<file path="src/rtl/rom_loader_pkg.sv">
// Shared constants, state encoding and small helpers for the rom_loader boot writer.
package rom_loader_pkg;

  localparam int LEN_W          = 16;
  localparam int BYTES_PER_WORD = 4;

  localparam logic [2:0] ST_IDLE   = 3'd0;
  localparam logic [2:0] ST_LEN_LO = 3'd1;
  localparam logic [2:0] ST_LEN_HI = 3'd2;
  localparam logic [2:0] ST_DATA   = 3'd3;
  localparam logic [2:0] ST_WRITE  = 3'd4;
  localparam logic [2:0] ST_CSUM   = 3'd5;
  localparam logic [2:0] ST_DONE   = 3'd6;
  localparam logic [2:0] ST_ERR    = 3'd7;

  typedef enum logic [2:0] {
    S_IDLE   = ST_IDLE,
    S_LEN_LO = ST_LEN_LO,
    S_LEN_HI = ST_LEN_HI,
    S_DATA   = ST_DATA,
    S_WRITE  = ST_WRITE,
    S_CSUM   = ST_CSUM,
    S_DONE   = ST_DONE,
    S_ERR    = ST_ERR
  } state_t;

  function automatic logic [LEN_W-1:0] join_len(input logic [7:0] lo, input logic [7:0] hi);
    return {hi, lo};
  endfunction

  function automatic logic accepts_bytes(input state_t s);
    return (s == S_LEN_LO) || (s == S_LEN_HI) || (s == S_DATA) || (s == S_CSUM);
  endfunction

  function automatic logic is_busy(input state_t s);
    return (s != S_IDLE) && (s != S_DONE) && (s != S_ERR);
  endfunction

endpackage

</file>
<file path="src/rtl/rom_loader_if.sv">
// Byte-stream handshake and ROM write-port bundle between the loader and its neighbours.
interface rom_loader_if #(
  parameter int ADDR_W = 32
);
  logic              byte_valid_i;
  logic [7:0]        byte_i;
  logic              byte_ready_o;
  logic              rom_we_o;
  logic [ADDR_W-1:0] rom_addr_o;
  logic [31:0]       rom_data_o;

  modport master (
    input  byte_valid_i, byte_i,
    output byte_ready_o, rom_we_o, rom_addr_o, rom_data_o
  );

  modport slave (
    output byte_valid_i, byte_i,
    input  byte_ready_o, rom_we_o, rom_addr_o, rom_data_o
  );
endinterface

</file>
<file path="src/rtl/rom_loader_word_asm.sv">
// Little-endian word assembler: bytes land in lane cnt, word_ready flags the 4th byte.
module rom_loader_word_asm
  import rom_loader_pkg::*;
(
  input  logic        clk,
  input  logic        rst,
  input  logic        clr,
  input  logic        shift_en,
  input  logic [7:0]  din,
  output logic [31:0] word_next,
  output logic        word_ready
);

  localparam logic [1:0] LAST_LANE = 2'(BYTES_PER_WORD - 1);

  logic [1:0]  cnt_r;
  logic [31:0] word_r;

  // Splice the incoming byte into the current lane without disturbing the others
  always_comb begin
    word_next = word_r;
    case (cnt_r)
      2'd0:    word_next[7:0]   = din;
      2'd1:    word_next[15:8]  = din;
      2'd2:    word_next[23:16] = din;
      2'd3:    word_next[31:24] = din;
      default: word_next        = word_r;
    endcase
  end

  assign word_ready = shift_en && (cnt_r == LAST_LANE);

  // Lane counter and partial word; the counter wraps to lane 0 after each full word
  always_ff @(posedge clk) begin
    if (rst || clr) begin
      cnt_r  <= 2'd0;
      word_r <= 32'h0000_0000;
    end else if (shift_en) begin
      cnt_r  <= cnt_r + 2'd1;
      word_r <= word_next;
    end
  end

endmodule

</file>
<file path="src/rtl/rom_loader.sv">
// Boot-time ROM loader: length header, little-endian words written from word 0.
// Optional trailing XOR checksum byte when ROM_LOADER_CHECKSUM_EN is defined.
module rom_loader
  import rom_loader_pkg::*;
#(
  parameter int DEPTH_WORDS = 512,
  parameter int ADDR_W      = 32
) (
  input  logic         clk,
  input  logic         rst,
  input  logic         start_i,
  rom_loader_if.master bus,
  output logic         busy_o,
  output logic         hold_o,
  output logic         done_o,
  output logic         err_o
);

  localparam int             IDX_W   = (DEPTH_WORDS > 1) ? $clog2(DEPTH_WORDS) : 1;
  localparam logic [LEN_W:0] DEPTH_L = (LEN_W + 1)'(DEPTH_WORDS);

  state_t            state_r, next_state_s;
  logic [7:0]        len_lo_r;
  logic [LEN_W-1:0]  len_r, len_next_s;
  logic [IDX_W-1:0]  idx_r;
  logic              ready_r, we_r, busy_r, done_r, err_r;
  logic [ADDR_W-1:0] addr_r;
  logic [31:0]       data_r, word_next_s;
  logic              consume_s, start_s, shift_s, word_ready_s, last_s, len_bad_s;

  assign consume_s  = bus.byte_valid_i && ready_r;
  assign start_s    = start_i && !is_busy(state_r);
  assign shift_s    = consume_s && (state_r == S_DATA);
  assign len_next_s = join_len(len_lo_r, bus.byte_i);
  assign len_bad_s  = (len_next_s == {LEN_W{1'b0}}) || ({1'b0, len_next_s} > DEPTH_L);
  assign last_s     = (LEN_W'(idx_r) == (len_r - 16'd1));

  rom_loader_word_asm u_word_asm (
    .clk        (clk),
    .rst        (rst),
    .clr        (start_s),
    .shift_en   (shift_s),
    .din        (bus.byte_i),
    .word_next  (word_next_s),
    .word_ready (word_ready_s)
  );

`ifdef ROM_LOADER_CHECKSUM_EN
  logic [7:0] csum_r;
  logic       csum_ok_s;

  assign csum_ok_s = (bus.byte_i == csum_r);

  // Running XOR over payload bytes only; the length header is excluded
  always_ff @(posedge clk) begin
    if (rst || start_s) begin
      csum_r <= 8'h00;
    end else if (shift_s) begin
      csum_r <= csum_r ^ bus.byte_i;
    end
  end
`endif

  // Next-state decode
  always_comb begin
    next_state_s = state_r;
    case (state_r)
      S_IDLE, S_DONE, S_ERR: begin
        if (start_s) next_state_s = S_LEN_LO;
        else         next_state_s = state_r;
      end
      S_LEN_LO: begin
        if (consume_s) next_state_s = S_LEN_HI;
        else           next_state_s = S_LEN_LO;
      end
      S_LEN_HI: begin
        if (consume_s) next_state_s = len_bad_s ? S_ERR : S_DATA;
        else           next_state_s = S_LEN_HI;
      end
      S_DATA: begin
        if (word_ready_s) next_state_s = S_WRITE;
        else              next_state_s = S_DATA;
      end
      S_WRITE: begin
        if (last_s) begin
`ifdef ROM_LOADER_CHECKSUM_EN
          next_state_s = S_CSUM;
`else
          next_state_s = S_DONE;
`endif
        end else begin
          next_state_s = S_DATA;
        end
      end
      S_CSUM: begin
`ifdef ROM_LOADER_CHECKSUM_EN
        if (consume_s) next_state_s = csum_ok_s ? S_DONE : S_ERR;
        else           next_state_s = S_CSUM;
`else
        next_state_s = S_ERR;
`endif
      end
      default: next_state_s = S_IDLE;
    endcase
  end

  // State, datapath and registered outputs; status flags are decoded from the next state
  always_ff @(posedge clk) begin
    if (rst) begin
      state_r  <= S_IDLE;
      len_lo_r <= 8'h00;
      len_r    <= {LEN_W{1'b0}};
      idx_r    <= {IDX_W{1'b0}};
      ready_r  <= 1'b0;
      we_r     <= 1'b0;
      busy_r   <= 1'b0;
      done_r   <= 1'b0;
      err_r    <= 1'b0;
      addr_r   <= {ADDR_W{1'b0}};
      data_r   <= 32'h0000_0000;
    end else begin
      state_r <= next_state_s;
      ready_r <= accepts_bytes(next_state_s);
      busy_r  <= is_busy(next_state_s);
      done_r  <= (next_state_s == S_DONE);
      err_r   <= (next_state_s == S_ERR);
      we_r    <= word_ready_s;
      if (word_ready_s) begin
        addr_r <= ADDR_W'({idx_r, 2'b00});
        data_r <= word_next_s;
      end
      if (state_r == S_LEN_LO && consume_s) len_lo_r <= bus.byte_i;
      if (state_r == S_LEN_HI && consume_s) len_r <= len_next_s;
      // idx stops at N-1 so it never leaves the ROM range
      if (start_s) begin
        idx_r <= {IDX_W{1'b0}};
      end else if (state_r == S_WRITE && !last_s) begin
        idx_r <= idx_r + IDX_W'(1'b1);
      end
    end
  end

  assign bus.byte_ready_o = ready_r;
  assign bus.rom_we_o     = we_r;
  assign bus.rom_addr_o   = addr_r;
  assign bus.rom_data_o   = data_r;
  assign busy_o           = busy_r;
  assign hold_o           = busy_r;
  assign done_o           = done_r;
  assign err_o            = err_r;

endmodule

</file>
<file path="src/flat_wrapper.sv">
// flat-port wrapper written by rule: the top's interface ports become plain ports
module rom_loader_flat import rom_loader_pkg::*;
#(
  parameter int DEPTH_WORDS = 512,
  parameter int ADDR_W      = 32
)
  (clk, rst, start_i, busy_o, hold_o, done_o, err_o, bus_byte_valid_i, bus_byte_i, bus_byte_ready_o, bus_rom_we_o, bus_rom_addr_o, bus_rom_data_o);
  rom_loader_if #(.ADDR_W(ADDR_W)) bus_i ();
  input  logic clk;
  input  logic rst;
  input  logic start_i;
  output logic busy_o;
  output logic hold_o;
  output logic done_o;
  output logic err_o;
  input wire logic [$bits(bus_i.byte_valid_i)-1:0] bus_byte_valid_i;
  input wire logic [$bits(bus_i.byte_i)-1:0] bus_byte_i;
  output wire logic [$bits(bus_i.byte_ready_o)-1:0] bus_byte_ready_o;
  output wire logic [$bits(bus_i.rom_we_o)-1:0] bus_rom_we_o;
  output wire logic [$bits(bus_i.rom_addr_o)-1:0] bus_rom_addr_o;
  output wire logic [$bits(bus_i.rom_data_o)-1:0] bus_rom_data_o;
  assign bus_i.byte_valid_i = bus_byte_valid_i;
  assign bus_i.byte_i = bus_byte_i;
  assign bus_byte_ready_o = bus_i.byte_ready_o;
  assign bus_rom_we_o = bus_i.rom_we_o;
  assign bus_rom_addr_o = bus_i.rom_addr_o;
  assign bus_rom_data_o = bus_i.rom_data_o;
  rom_loader #(.DEPTH_WORDS(DEPTH_WORDS), .ADDR_W(ADDR_W)) u_core (.clk(clk), .rst(rst), .start_i(start_i), .bus(bus_i), .busy_o(busy_o), .hold_o(hold_o), .done_o(done_o), .err_o(err_o));
endmodule
</file>
<file path="config.mk">
export PLATFORM = sky130hd
export DESIGN_NAME = rom_loader_flat
export DESIGN_NICKNAME = d
export VERILOG_FILES = /design/src/rtl/rom_loader_pkg.sv /design/src/rtl/rom_loader_if.sv /design/src/rtl/rom_loader_word_asm.sv /design/src/rtl/rom_loader.sv /design/src/flat_wrapper.sv
export SDC_FILE = /design/constraint.sdc
export NUM_CORES = 1
export LEC_CHECK = 0
export ABC_AREA = 0
export BUFFER_PORTS_ARGS = -buffer_cell sky130_fd_sc_hd__buf_2
export CAP_MARGIN = 40
export CORE_UTILIZATION = 53
export DETAILED_ROUTE_END_ITERATION = 6
export PLACE_DENSITY = 0.76
export SKIP_LAST_GASP = 1
export SLEW_MARGIN = 20
export SYNTH_ARGS = -nofsm -noshare
export SYNTH_HDL_FRONTEND = slang
export SYNTH_SLANG_ARGS = --single-unit
</file>
<file path="constraint.sdc">
create_clock -name clk -period 5.6 [get_ports clk]
set_clock_uncertainty 0.1 [all_clocks]
set_input_delay 0.84 -clock clk [delete_from_list [all_inputs] [get_ports clk]]
set_output_delay 0.84 -clock clk [all_outputs]
set_load 0.005 [all_outputs]
</file>
Word-level counts from Yosys, hierarchy flattened
Cells that the tools add are included.
Widths: inputs -> output; s select.
Storage, ports and cells
  input bits: 12
  logic and storage cells: 74
  register bits: 116
  output and inout port bits: 70
Cells by class
  reduce and logical (&&, ||, !) cells: 25
  add/subtract/negate cells: 3
  equal/unequal tests: 21
  $lt $le $gt $ge: 1
  muxes and demuxes: 11
Operators with widths (count)
  $mux 8: 4
  $eq 3x3->1 const B: 7
  $pmux 3 s6: 1
  $eq 9x16->1: 1
  $gt 16x10->1 const B: 1
  $logic_not 16->1: 1
  $sub 16x1->16 const B: 1
  $mux 3: 5
  $eq 3x2->1 const B: 4
  $ne 3x3->1 const B: 4
  $logic_and 1x1->1: 11
  $add 9x1->9 const B: 1
  $eq 3x1->1 const B: 2
  $reduce_bool 3->1: 2
  $logic_or 1x1->1: 5
  $eq 2x2->1 const B: 2
  $logic_not 3->1: 1
  $reduce_or 3->1: 1
  $add 2x1->2 const B: 1
  $eq 2x1->1 const B: 1
  $logic_not 1->1: 2
  $logic_not 2->1: 1
  $mux 2: 1
  $reduce_or 2->1: 1

Depth between registers and ports, before layout
Gate-level depths: netlist of the first run.
  word-level depth: 11
  depth in mapped cells: 13
  gate-level depth less buffers: 9

Cells and area by module
From an unflattened synthesis of the first run, not the netlist that was laid out.
Second synthesis, totals
  cells, all modules: 650
  area total of the unflattened synthesis: 5915.7 sq um
By module, submodules not included
  rom_loader: sequential area each 1641.6 sq um, times used 1, cells each 456, area each 3948.8 sq um
  rom_loader_word_asm: sequential area each 680.7 sq um, times used 1, cells each 194, area each 1966.9 sq um

Worst setup path before layout of the first run
Ideal clock, no wire load.
  kind: flip-flop to flip-flop
  start point: register u_core.len_r[0]
  end point: register u_core.err_r (netlist: u_core.err_o)
  path buffers: 2
  period minus slack after synthesis: 2.520 ns
  stages on the path, launching flop included: 12
  arrival: 2.317 ns
  library setup time: 0.103 ns
  slack: 3.080 ns
  required time: 5.397 ns
  cell sequence: dfxtp_1 > clkbuf_1 > inv_1 > ha_1 > clkbuf_1 > xor2_1 > o21ai_0 > a21oi_1 > nor4_2 > nand3_1 > a22o_1 > a2111oi_2
On the way
  longest elaborated chain between the ends: 5
RTL lines
  start: declaration: RTL line rom_loader.sv:24  | logic [LEN_W-1:0] len_r, len_next_s;
  start signal: assignment: RTL line rom_loader.sv:112  | len_r <= {LEN_W{1'b0}};
  start signal: assignment: RTL line rom_loader.sv:133  | if (state_r == S_LEN_HI && consume_s) len_r <= len_next_s;
  $sub 16x1->16: RTL line rom_loader.sv:36  | assign last_s = (LEN_W'(idx_r) == (len_r - 16'd1));
  $eq 9x16->1: RTL line rom_loader.sv:36
  $mux 3: RTL line rom_loader.sv:85  | if (last_s) begin
  $pmux 3 s6: RTL line rom_loader.sv:67  | case (state_r)
  $eq 3x3->1: RTL line rom_loader.sv:126  | err_r <= (next_state_s == S_ERR);
  end signal: assignment: RTL line rom_loader.sv:126
  end: declaration: RTL line rom_loader.sv:26  | logic ready_r, we_r, busy_r, done_r, err_r;
Every way passes these cells.
A chain may end at the register's enable or synchronous reset.

Worst setup path after layout of the first run
  start point: input port bus_byte_valid_i
  end point: register u_core.err_r (netlist: u_core.err_o)
On the way
  longest elaborated chain between the ends: 6
  elaborated cells between the ends (all ways): 8
  those cells by class: eq/ne (1); mux (4); reduce/logical (3)
RTL lines
  start: declaration: RTL line flat_wrapper.sv:16  | input wire logic [$bits(bus_i.byte_valid_i)-1:0] bus_byte_valid_i;
  $logic_and 1x1->1 (*): RTL line rom_loader.sv:31  | assign consume_s = bus.byte_valid_i && ready_r;
  $logic_and 1x1->1: RTL line rom_loader.sv:33  | assign shift_s = consume_s && (state_r == S_DATA);
  $logic_and 1x1->1: RTL line rom_loader_word_asm.sv:31  | assign word_ready = shift_en && (cnt_r == LAST_LANE);
  $mux 3: RTL line rom_loader.sv:81  | if (word_ready_s) next_state_s = S_WRITE;
  $pmux 3 s6 (*): RTL line rom_loader.sv:67
  $eq 3x3->1 (*): RTL line rom_loader.sv:126
Every way passes the cells marked *; elsewhere a longest branch is shown, timed or not.

==> impl_metrics.xml, run 1 <==
<?xml version="1.0" encoding="UTF-8"?>
<metrics>
  <group name="finish">
    <metric name="area_growth" unit="%">7.846</metric>
    <metric name="design.final.nets" unit="">633</metric>
    <metric name="fin_area" unit="um^2">5418</metric>
    <metric name="utilization" unit="">0.5891</metric>
    <metric name="final_layout_size_suffix_gt1_frac" unit="">0.1532</metric>
    <metric name="antenna_cells_inserted" unit="">0</metric>
  </group>
  <group name="power_and_ir_drop">
    <metric name="power_density" unit="nW/um^2">239.1</metric>
    <metric name="design_power_total" unit="uW">1295</metric>
    <metric name="vdd_ir_drop_max" unit="mV">0.1743</metric>
    <metric name="leakage" unit="uW">0.001983</metric>
  </group>
  <group name="routing">
    <metric name="routed.top_layer" unit="">met4</metric>
    <metric name="m1WireLength" unit="um">4901</metric>
    <metric name="drt_drc_violations_left" unit="">0</metric>
    <metric name="final_antenna_net_count" unit="">0</metric>
    <metric name="dr_wl_met2" unit="um">5489</metric>
    <metric name="vias_per_cell" unit="">5.631</metric>
    <metric name="routed_wl" unit="um">11020</metric>
    <metric name="dr_wl_met3" unit="um">437</metric>
    <metric name="drt_first_iter_violations" unit="">204</metric>
    <metric name="firstDrtPassIters" unit="">4</metric>
    <metric name="num_vias" unit="">4116</metric>
    <metric name="avgRoutedWirePerCell" unit="um">15.07</metric>
  </group>
  <group name="logic_synthesis">
    <metric name="postSynth.topFlopCell" unit="">dfxtp_1</metric>
    <metric name="synth.cell_area" unit="um^2">5024</metric>
    <metric name="synth.yosys.seq_area_share" unit="">0.4304</metric>
    <metric name="postSynthAreaPerCell" unit="um^2">8.457</metric>
    <metric name="synthesis_warning_total" unit="">0</metric>
    <metric name="synthTopCellsByArea" unit="">dfxtp_1 (43%), mux2i_1 (9.4%), a21oi_1 (5.8%)</metric>
    <metric name="most_used_standard_cell_by_instance_count_after_synthesis" unit="">dfxtp_1</metric>
    <metric name="most_common_library_cells_after_synthesis" unit="">dfxtp_1 (108), nand2_1 (71), nor2_1 (65), a21oi_1 (58), mux2i_1 (47)</metric>
    <metric name="synth_edf_count" unit="">0</metric>
    <metric name="async_flop_share" unit="">0</metric>
    <metric name="number_of_distinct_library_cells_after_synthesis" unit="">52</metric>
    <metric name="postSynthCellCount" unit="">594</metric>
    <metric name="ys_ff_latch" unit="">108</metric>
    <metric name="yosys.area.top_type" unit="">dfxtp_1</metric>
    <metric name="synthDominantCellAreaShare" unit="">0.4304</metric>
  </group>
  <group name="sta">
    <metric name="grt_setup_unrepaired" unit="">false</metric>
    <metric name="slew_headroom" unit="">0.4748</metric>
    <metric name="setup_viol" unit="">0</metric>
    <metric name="setup-tns-final" unit="ps">0</metric>
    <metric name="layout_min_cycle_time" unit="ps">3128</metric>
    <metric name="timing.final.hold_violations" unit="">0</metric>
    <metric name="max_slew_violation_total_from_the_final_report" unit="">0</metric>
    <metric name="timing.hold.ws" unit="ps">357.0</metric>
    <metric name="worst_pin_slew" unit="ps">787.9</metric>
    <metric name="maxClockFrequency" unit="GHz">0.3197</metric>
    <metric name="fin_crit_sh" unit="">0.5586</metric>
  </group>
  <group name="setup_path">
    <metric name="worstSetupPathType" unit="">input port to flop</metric>
    <metric name="cp.required" unit="ps">5760</metric>
    <metric name="delay_heaviest_family_cp" unit="">simple AND/OR/NAND/NOR gates</metric>
    <metric name="cp_slowest_stage_delay" unit="ps">640</metric>
    <metric name="cp_max_fo" unit="">35</metric>
    <metric name="arrival" unit="ps">3290</metric>
    <metric name="critical_path.endpoint_type" unit="">flop</metric>
    <metric name="timing.reg2reg.worst_path_depth" unit="">8</metric>
    <metric name="timing.rr.end" unit="">u_core.err_o</metric>
    <metric name="critical_path.cell_chain" unit="">buf_2 -&gt; nand3_1 -&gt; nor3b_2 -&gt; buf_4 -&gt; and2_2 -&gt; buf_16 -&gt; o21ai_0 -&gt; a22o_1 -&gt; a2111oi_2</metric>
    <metric name="crit_buf_inv" unit="">3</metric>
    <metric name="critical_path_depth" unit="">9</metric>
    <metric name="crit-reg2reg-launch" unit="">u_core.state_r[0]</metric>
    <metric name="critPathSlowestCell" unit="">and2_2</metric>
    <metric name="worst_setup_path_start_kind" unit="">input port</metric>
    <metric name="reg2reg_setup_slack" unit="ps">2540</metric>
  </group>
  <group name="grt">
    <metric name="gr-usage-all-layers" unit="">0.2340</metric>
    <metric name="maximum_number_of_pins_on_one_net_before_global_route_repair" unit="">73</metric>
    <metric name="grt_antenna_before_repair" unit="">0</metric>
    <metric name="grt_overflow_total" unit="">0</metric>
    <metric name="grt_pass1_vias" unit="">3840</metric>
    <metric name="grt_first_pass_wirelength" unit="um">18380</metric>
  </group>
  <group name="clock_tree">
    <metric name="clock_latency" unit="ps">370</metric>
    <metric name="hold_buffers" unit="">0</metric>
    <metric name="htree_num_levels" unit="">3</metric>
    <metric name="clk_tree_root_cell" unit="">clkbuf_8</metric>
    <metric name="clock_sinks" unit="">108</metric>
    <metric name="clkSlewWorstSetupHoldPaths" unit="ps">100</metric>
    <metric name="cts_tree" unit="">built</metric>
    <metric name="post_cts_resized" unit="">0</metric>
    <metric name="cts-buffers-inserted" unit="">9</metric>
    <metric name="clock_path_buffers" unit="">2</metric>
    <metric name="post_cts.repair.setup_buffers" unit="">0</metric>
  </group>
  <group name="place">
    <metric name="dpl_cell_area" unit="um^2">5230</metric>
    <metric name="place.gp.congestion" unit="">0.8408</metric>
    <metric name="dp.final_hpwl" unit="um">7448</metric>
    <metric name="portBuffers" unit="">58</metric>
  </group>
  <group name="die">
    <metric name="ports" unit="">82</metric>
    <metric name="start_util" unit="">0.5463</metric>
    <metric name="floorplan.core_area" unit="um^2">9196</metric>
    <metric name="die-width" unit="um">99.36</metric>
    <metric name="fp-row-count" unit="">35</metric>
    <metric name="die_area" unit="um^2">9871</metric>
    <metric name="dieHeight" unit="um">99.36</metric>
  </group>
  <group name="hold_path">
    <metric name="worst_hold_startpoint" unit="">u_core.u_word_asm.word_r[0]</metric>
    <metric name="worst_hold_path.num_cells" unit="">2</metric>
    <metric name="worst_hold_path_type" unit="">flop to flop</metric>
    <metric name="min_to" unit="">u_core.u_word_asm.word_r[0]</metric>
  </group>
  <group name="outcome">
    <metric name="status" unit="">complete, no violations</metric>
  </group>
  <group name="flow_run">
    <metric name="max_cap_viol_count" unit="">0</metric>
  </group>
</metrics>
==> report_power, final <==
group,switching [uW],total (uW),internal (uW)
registers,6.03,778,772
logic,45.8,66.5,20.7
clock network,279,451,171
==> per-stage QoR <==
| step | setup WS [ps] | std cells |
|---|---|---|
| after global placement | 2122 | 713 |
| after CTS | 2506 | 731 |
| after global routing | 2235 | 731 |
| after floorplan | 3080 | 616 |
| final | 2472 | 731 |
| after detailed placement | 2125 | 715 |
==> kinds of logic after synthesis <==
| logic type | synth area share |
|---|---|
| AO/OA/AOI/OAI | 0.1375 |
| XOR/XNOR | 0.02441 |
| adder cells (fa/ha/maj) | 0.01494 |
| buffers and inverters | 0.08344 |
| flip-flops | 0.4304 |
| multiplexers | 0.1026 |
| other | 0.0007465 |
| AND/OR/NAND/NOR | 0.2060 |
==> worst reg2reg max path, stage by stage (launching register included) <==
cell and delay [ps]:
dfxtp_1 460, nand3_1 190, nor3b_2 210, buf_4 330
and2_2 640, buf_16 280, o21ai_0 100, a22o_1 270
a2111oi_2 370
==> how the worst max path moves through the flow <==
stage | startpoint | endpoint
detailed placement | bus_byte_valid_i | u_core.err_o
CTS | bus_byte_valid_i | u_core.err_o
finish | bus_byte_valid_i | u_core.err_o
global route | bus_byte_valid_i | u_core.err_o
floorplan | u_core.len_r[0] | u_core.err_o
global placement | bus_byte_valid_i | u_core.err_o
==> placed cells by master, fill, tap and decap left out, types with 6 or more instances in the layout <==
master	netlist	routed
a211oi_1	24	24
a21oi_1	58	58
buf_2	2	58
clkbuf_8	0	9
conb_1	1	23
dfxtp_1	108	108
ha_1	6	6
inv_1	8	8
mux2i_1	47	47
nand2_1	71	71
nand3_1	33	33
nor2_1	65	65
nor3_1	7	7
o21ai_0	8	8
o31ai_1	6	6
or4_1	7	7
xnor2_1	10	10
==> registers in the layout (all words and copies together) (netlist names) <==
signal,flops
u_core.bus.rom_data_o,32
u_core.u_word_asm.word_r,24
u_core.len_r,16
u_core.bus.rom_addr_o,9
u_core.idx_r,9
u_core.len_lo_r,8
u_core.state_r,3
u_core.u_word_asm.cnt_r,2
u_core.bus.byte_ready_o,1
u_core.bus.rom_we_o,1
u_core.busy_o,1
u_core.done_o,1
u_core.err_o,1
==> final cells by class <==
type,count,area [um^2]
fillers,851,3779
repair buffers,64,362.8
multi-input cells,424,2536
well taps,111,138.9
clock buffers,10,127.6
inverters,8,30.03
flip-flops and latches,108,2162
clock inverters,6,60.06
==> layer usage <==
layer	global-route usage	vias up
met5	0	-
met4	0.1007	0
met3	0.05130	16
met2	0.3990	76
met1	0.2848	1961
li1	-	2063
No activity file was read; power rests on OpenSTA's default activity.
==> run 2: changes to the inputs <==
--- a/config.mk
+++ b/config.mk
@@ -5,10 +5,10 @@
 export SDC_FILE = /design/constraint.sdc
 export NUM_CORES = 1
 export LEC_CHECK = 0
-export ABC_AREA = 0
+export ABC_AREA = 1
 export BUFFER_PORTS_ARGS = -buffer_cell sky130_fd_sc_hd__buf_2
 export CAP_MARGIN = 40
-export CORE_UTILIZATION = 53
+export CORE_UTILIZATION = 51
 export DETAILED_ROUTE_END_ITERATION = 6
 export PLACE_DENSITY = 0.76
 export SKIP_LAST_GASP = 1
==> constraint.sdc (replaced) <==
create_clock -name clk -period 2.6 [get_ports clk]
set_clock_uncertainty 0.1 [all_clocks]
set_input_delay 0.39 -clock clk [delete_from_list [all_inputs] [get_ports clk]]
set_output_delay 0.39 -clock clk [all_outputs]
set_load 0.005 [all_outputs]
==> run 2 against run 1 <==
  * Final cell count grew 26%
  * Sequential power up 140%
  * Hold slack got worse by 120 ps
  * Flip-flop and latch count stayed put
  * Critical path depth is 6 higher
  * Core utilization shrank 1.6 points
  * Synthesized area increased by 2.1%
  * Non-clock buffer count up 4
  * First-iteration DRC count increased by 4.4%
  * Setup slack got worse by 2100 ps
  * Die area grew 6.0%
  * Sequential share of layout area fell by 1.3 points
  * Critical path type is now flop to flop
  * Highest routed layer unchanged
==> impl_metrics.xml, run 2 <==
<?xml version="1.0" encoding="UTF-8"?>
<metrics>
  <group name="logic_synthesis">
    <metric name="yosys.area.top_type" unit="">dfxtp_1</metric>
    <metric name="synth-simple-area-share" unit="">0.3361</metric>
    <metric name="postSynthCellCount" unit="">740</metric>
    <metric name="postSynth.topFlopCell" unit="">dfxtp_1</metric>
    <metric name="synthXorXnorAreaFrac" unit="">0.01024</metric>
    <metric name="postSynthAreaPerCell" unit="um^2">6.932</metric>
    <metric name="most_used_standard_cell_by_instance_count_after_synthesis" unit="">nand2_1</metric>
    <metric name="synthDominantCellAreaShare" unit="">0.4215</metric>
    <metric name="most_common_library_cells_after_synthesis" unit="">nand2_1 (236), dfxtp_1 (108), a21oi_1 (63), nor2_1 (63)</metric>
    <metric name="synth_edf_count" unit="">0</metric>
    <metric name="number_of_distinct_library_cells_after_synthesis" unit="">38</metric>
    <metric name="synthesis_warning_total" unit="">0</metric>
    <metric name="synth_top_family_by_area" unit="">simple AND/OR/NAND/NOR gates</metric>
    <metric name="synth.cell_area" unit="um^2">5130</metric>
    <metric name="compound_gate_portion_of_the_synthesized_area" unit="">0.1115</metric>
    <metric name="synth_fa_ha_area_frac" unit="">0.01463</metric>
    <metric name="synth.yosys.seq_area_share" unit="">0.4215</metric>
    <metric name="synth_mux_area_frac" unit="">0</metric>
    <metric name="ys_ff_latch" unit="">108</metric>
    <metric name="async_flop_share" unit="">0</metric>
    <metric name="synthTopCellsByArea" unit="">dfxtp_1 (42%), nand2_1 (17%), a21oi_1 (6.1%)</metric>
  </group>
  <group name="clock_tree">
    <metric name="clk_tree_root_cell" unit="">clkbuf_8</metric>
    <metric name="cts-buffers-inserted" unit="">9</metric>
    <metric name="post_cts.repair.setup_buffers" unit="">0</metric>
    <metric name="clock_sinks" unit="">108</metric>
    <metric name="clock_path_buffers" unit="">2</metric>
    <metric name="clkSlewWorstSetupHoldPaths" unit="ps">90</metric>
    <metric name="clock_latency" unit="ps">370</metric>
    <metric name="htree_num_levels" unit="">3</metric>
    <metric name="cts_tree" unit="">built</metric>
  </group>
  <group name="routing">
    <metric name="firstDrtPassIters" unit="">6</metric>
    <metric name="avgRoutedWirePerCell" unit="um">13.38</metric>
    <metric name="drt_first_iter_violations" unit="">213</metric>
    <metric name="final_antenna_net_count" unit="">0</metric>
    <metric name="routed_wl" unit="um">12370</metric>
    <metric name="drt_drc_violations_left" unit="">0</metric>
    <metric name="vias_per_cell" unit="">5.177</metric>
    <metric name="num_vias" unit="">4784</metric>
  </group>
  <group name="grt">
    <metric name="grt_first_pass_wirelength" unit="um">20830</metric>
    <metric name="grt_antenna_before_repair" unit="">0</metric>
    <metric name="grt_pass1_vias" unit="">4590</metric>
    <metric name="grt_overflow_total" unit="">0</metric>
    <metric name="gr-usage-all-layers" unit="">0.2546</metric>
    <metric name="maximum_number_of_pins_on_one_net_before_global_route_repair" unit="">60</metric>
  </group>
  <group name="die">
    <metric name="die-width" unit="um">102.3</metric>
    <metric name="ports" unit="">82</metric>
    <metric name="die_area" unit="um^2">10460</metric>
    <metric name="fp-row-count" unit="">36</metric>
    <metric name="start_util" unit="">0.5248</metric>
    <metric name="floorplan.core_area" unit="um^2">9774</metric>
    <metric name="dieHeight" unit="um">102.3</metric>
  </group>
  <group name="sta">
    <metric name="layout_setup_ws" unit="ps">325.4</metric>
    <metric name="timing.final.hold_violations" unit="">0</metric>
    <metric name="grt_setup_unrepaired" unit="">false</metric>
    <metric name="setup-tns-final" unit="ps">0</metric>
    <metric name="max_slew_violation_total_from_the_final_report" unit="">0</metric>
    <metric name="setup_viol" unit="">0</metric>
    <metric name="fin_crit_sh" unit="">0.8749</metric>
    <metric name="timing.hold.ws" unit="ps">235.5</metric>
    <metric name="maxClockFrequency" unit="GHz">0.4396</metric>
    <metric name="worst_pin_slew" unit="ps">532.8</metric>
    <metric name="layout_min_cycle_time" unit="ps">2275</metric>
    <metric name="slew_headroom" unit="">0.6415</metric>
  </group>
  <group name="power_and_ir_drop">
    <metric name="share_clk_of_total_power" unit="">0.244</metric>
    <metric name="power_density" unit="nW/um^2">701.2</metric>
    <metric name="vdd_ir_drop_max" unit="mV">0.3653</metric>
    <metric name="netSwitchingPower" unit="uW">1402</metric>
    <metric name="leakage" unit="uW">0.002576</metric>
    <metric name="sw_frac_of_total" unit="">0.3565</metric>
    <metric name="share_seq_of_total_power" unit="">0.464</metric>
    <metric name="power_report.internal_total" unit="uW">2529</metric>
    <metric name="combinationalPowerShare" unit="">0.292</metric>
  </group>
  <group name="setup_path">
    <metric name="critical_path.endpoint_type" unit="">flop</metric>
    <metric name="arrival" unit="ps">2470</metric>
    <metric name="cp.required" unit="ps">2800</metric>
    <metric name="cp_max_fo" unit="">10</metric>
    <metric name="worst_setup_path_start_kind" unit="">flop</metric>
    <metric name="worstSetupPathType" unit="">flop to flop</metric>
  </group>
  <group name="finish">
    <metric name="area_growth" unit="%">9.293</metric>
    <metric name="final_layout_size_suffix_gt1_frac" unit="">0.1504</metric>
    <metric name="final_cell_mix" unit="">nand2_1 (236), dfxtp_1 (108), nor2_1 (63), a21oi_1 (63), buf_2 (58)</metric>
    <metric name="final_cells" unit="">924</metric>
    <metric name="design.final.nets" unit="">804</metric>
    <metric name="final.fill_count" unit="">932</metric>
    <metric name="final_common_cell" unit="">nand2_1</metric>
    <metric name="largest_register_ffs" unit="">32</metric>
    <metric name="antenna_cells_inserted" unit="">0</metric>
  </group>
  <group name="place">
    <metric name="dp_cells" unit="">908</metric>
    <metric name="dp_worst_slack" unit="ps">261.1</metric>
    <metric name="dp.final_hpwl" unit="um">8823</metric>
    <metric name="portBuffers" unit="">58</metric>
    <metric name="place.gp.congestion" unit="">0.8888</metric>
  </group>
  <group name="hold_path">
    <metric name="worst_hold_path_type" unit="">input port to flop</metric>
  </group>
  <group name="outcome">
    <metric name="status" unit="">complete, no violations</metric>
  </group>
  <group name="flow_run">
    <metric name="max_cap_viol_count" unit="">0</metric>
  </group>
</metrics>
run 2: per-layer routing:
layer	global-route usage	part of all wire
met4	0.1132	0.024
met1	0.3093	0.42
met5	0	0
met2	0.4378	0.51
met3	0.04856	0.051
run 2: path summary, 6_finish.rpt:
check	start	to	slack, ps	cells past startpoint
setup / recovery	u_core.len_r[1]	u_core.idx_r[4]	330	15
hold / removal	bus_byte_i[0]	u_core.bus.rom_data_o[24]	240	3
setup reg to reg	u_core.len_r[1]	u_core.idx_r[4]	330	15
hold reg to reg	u_core.u_word_asm.word_r[1]	u_core.u_word_asm.word_r[1]	370	2
run 2: worst max-delay path: stages, from the launching register on:
cell	delay, ps
dfxtp_1	340
inv_1	80
ha_2	280
nand2_1	100
nor2_1	180
nand3_1	120
nand3_1	100
nand3_1	80
nor2_1	130
nand3_2	80
nand2_2	100
buf_4	220
inv_4	60
nand2_2	80
o21ai_2	60
a21oi_2	110
run 2: logic make-up after synthesis:
family / after synthesis
compound gates: 111
xor+xnor: 6
fa+ha+maj: 6
buf+inv: 113
flops: 108
other cells: 1
simple gates: 395
run 2: metrics by stage:
| step | instance area (um^2) | util | power, uW |
|---|---|---|---|
| after CTS | 5604 | 0.5733 | 3940 |
| after floorplan | 5213 | - | 2774 |
| after global placement | 5424 | 0.5549 | 2954 |
| final | 5607 | 0.5736 | 3931 |
| after global routing | 5607 | 0.5736 | 4207 |
| after detailed placement | 5424 | 0.5549 | 2993 |
run 2: power by group through the flow:
stage / Clock [uW] / Sequential (uW) / Combinational (uW)
final: 958 / 1830 / 1150
after global placement: 0 / 1860 / 1100
after detailed placement: 0 / 1860 / 1130
after floorplan: 0 / 1840 / 931
after global routing: 1050 / 1840 / 1320
after CTS: 979 / 1820 / 1140
run 2: timing repair:
action	CTS	global route
endpoints found under the setup margin	0	12
hold buffers	0	0
resized for setup	0	1
run 2: layout make-up:
type / instances / area [um^2] / area share
Multi-Input combinational cell: 541 / 2512 / 0.4481
Sequential cell: 108 / 2162 / 0.3856
Timing Repair Buffer: 68 / 365.4 / 0.06516
Inverter: 58 / 220.2 / 0.03928
Tap cell: 133 / 166.4 / 0.02968
Clock buffer: 13 / 158.9 / 0.02834
Clock inverter: 3 / 21.27 / 0.003794
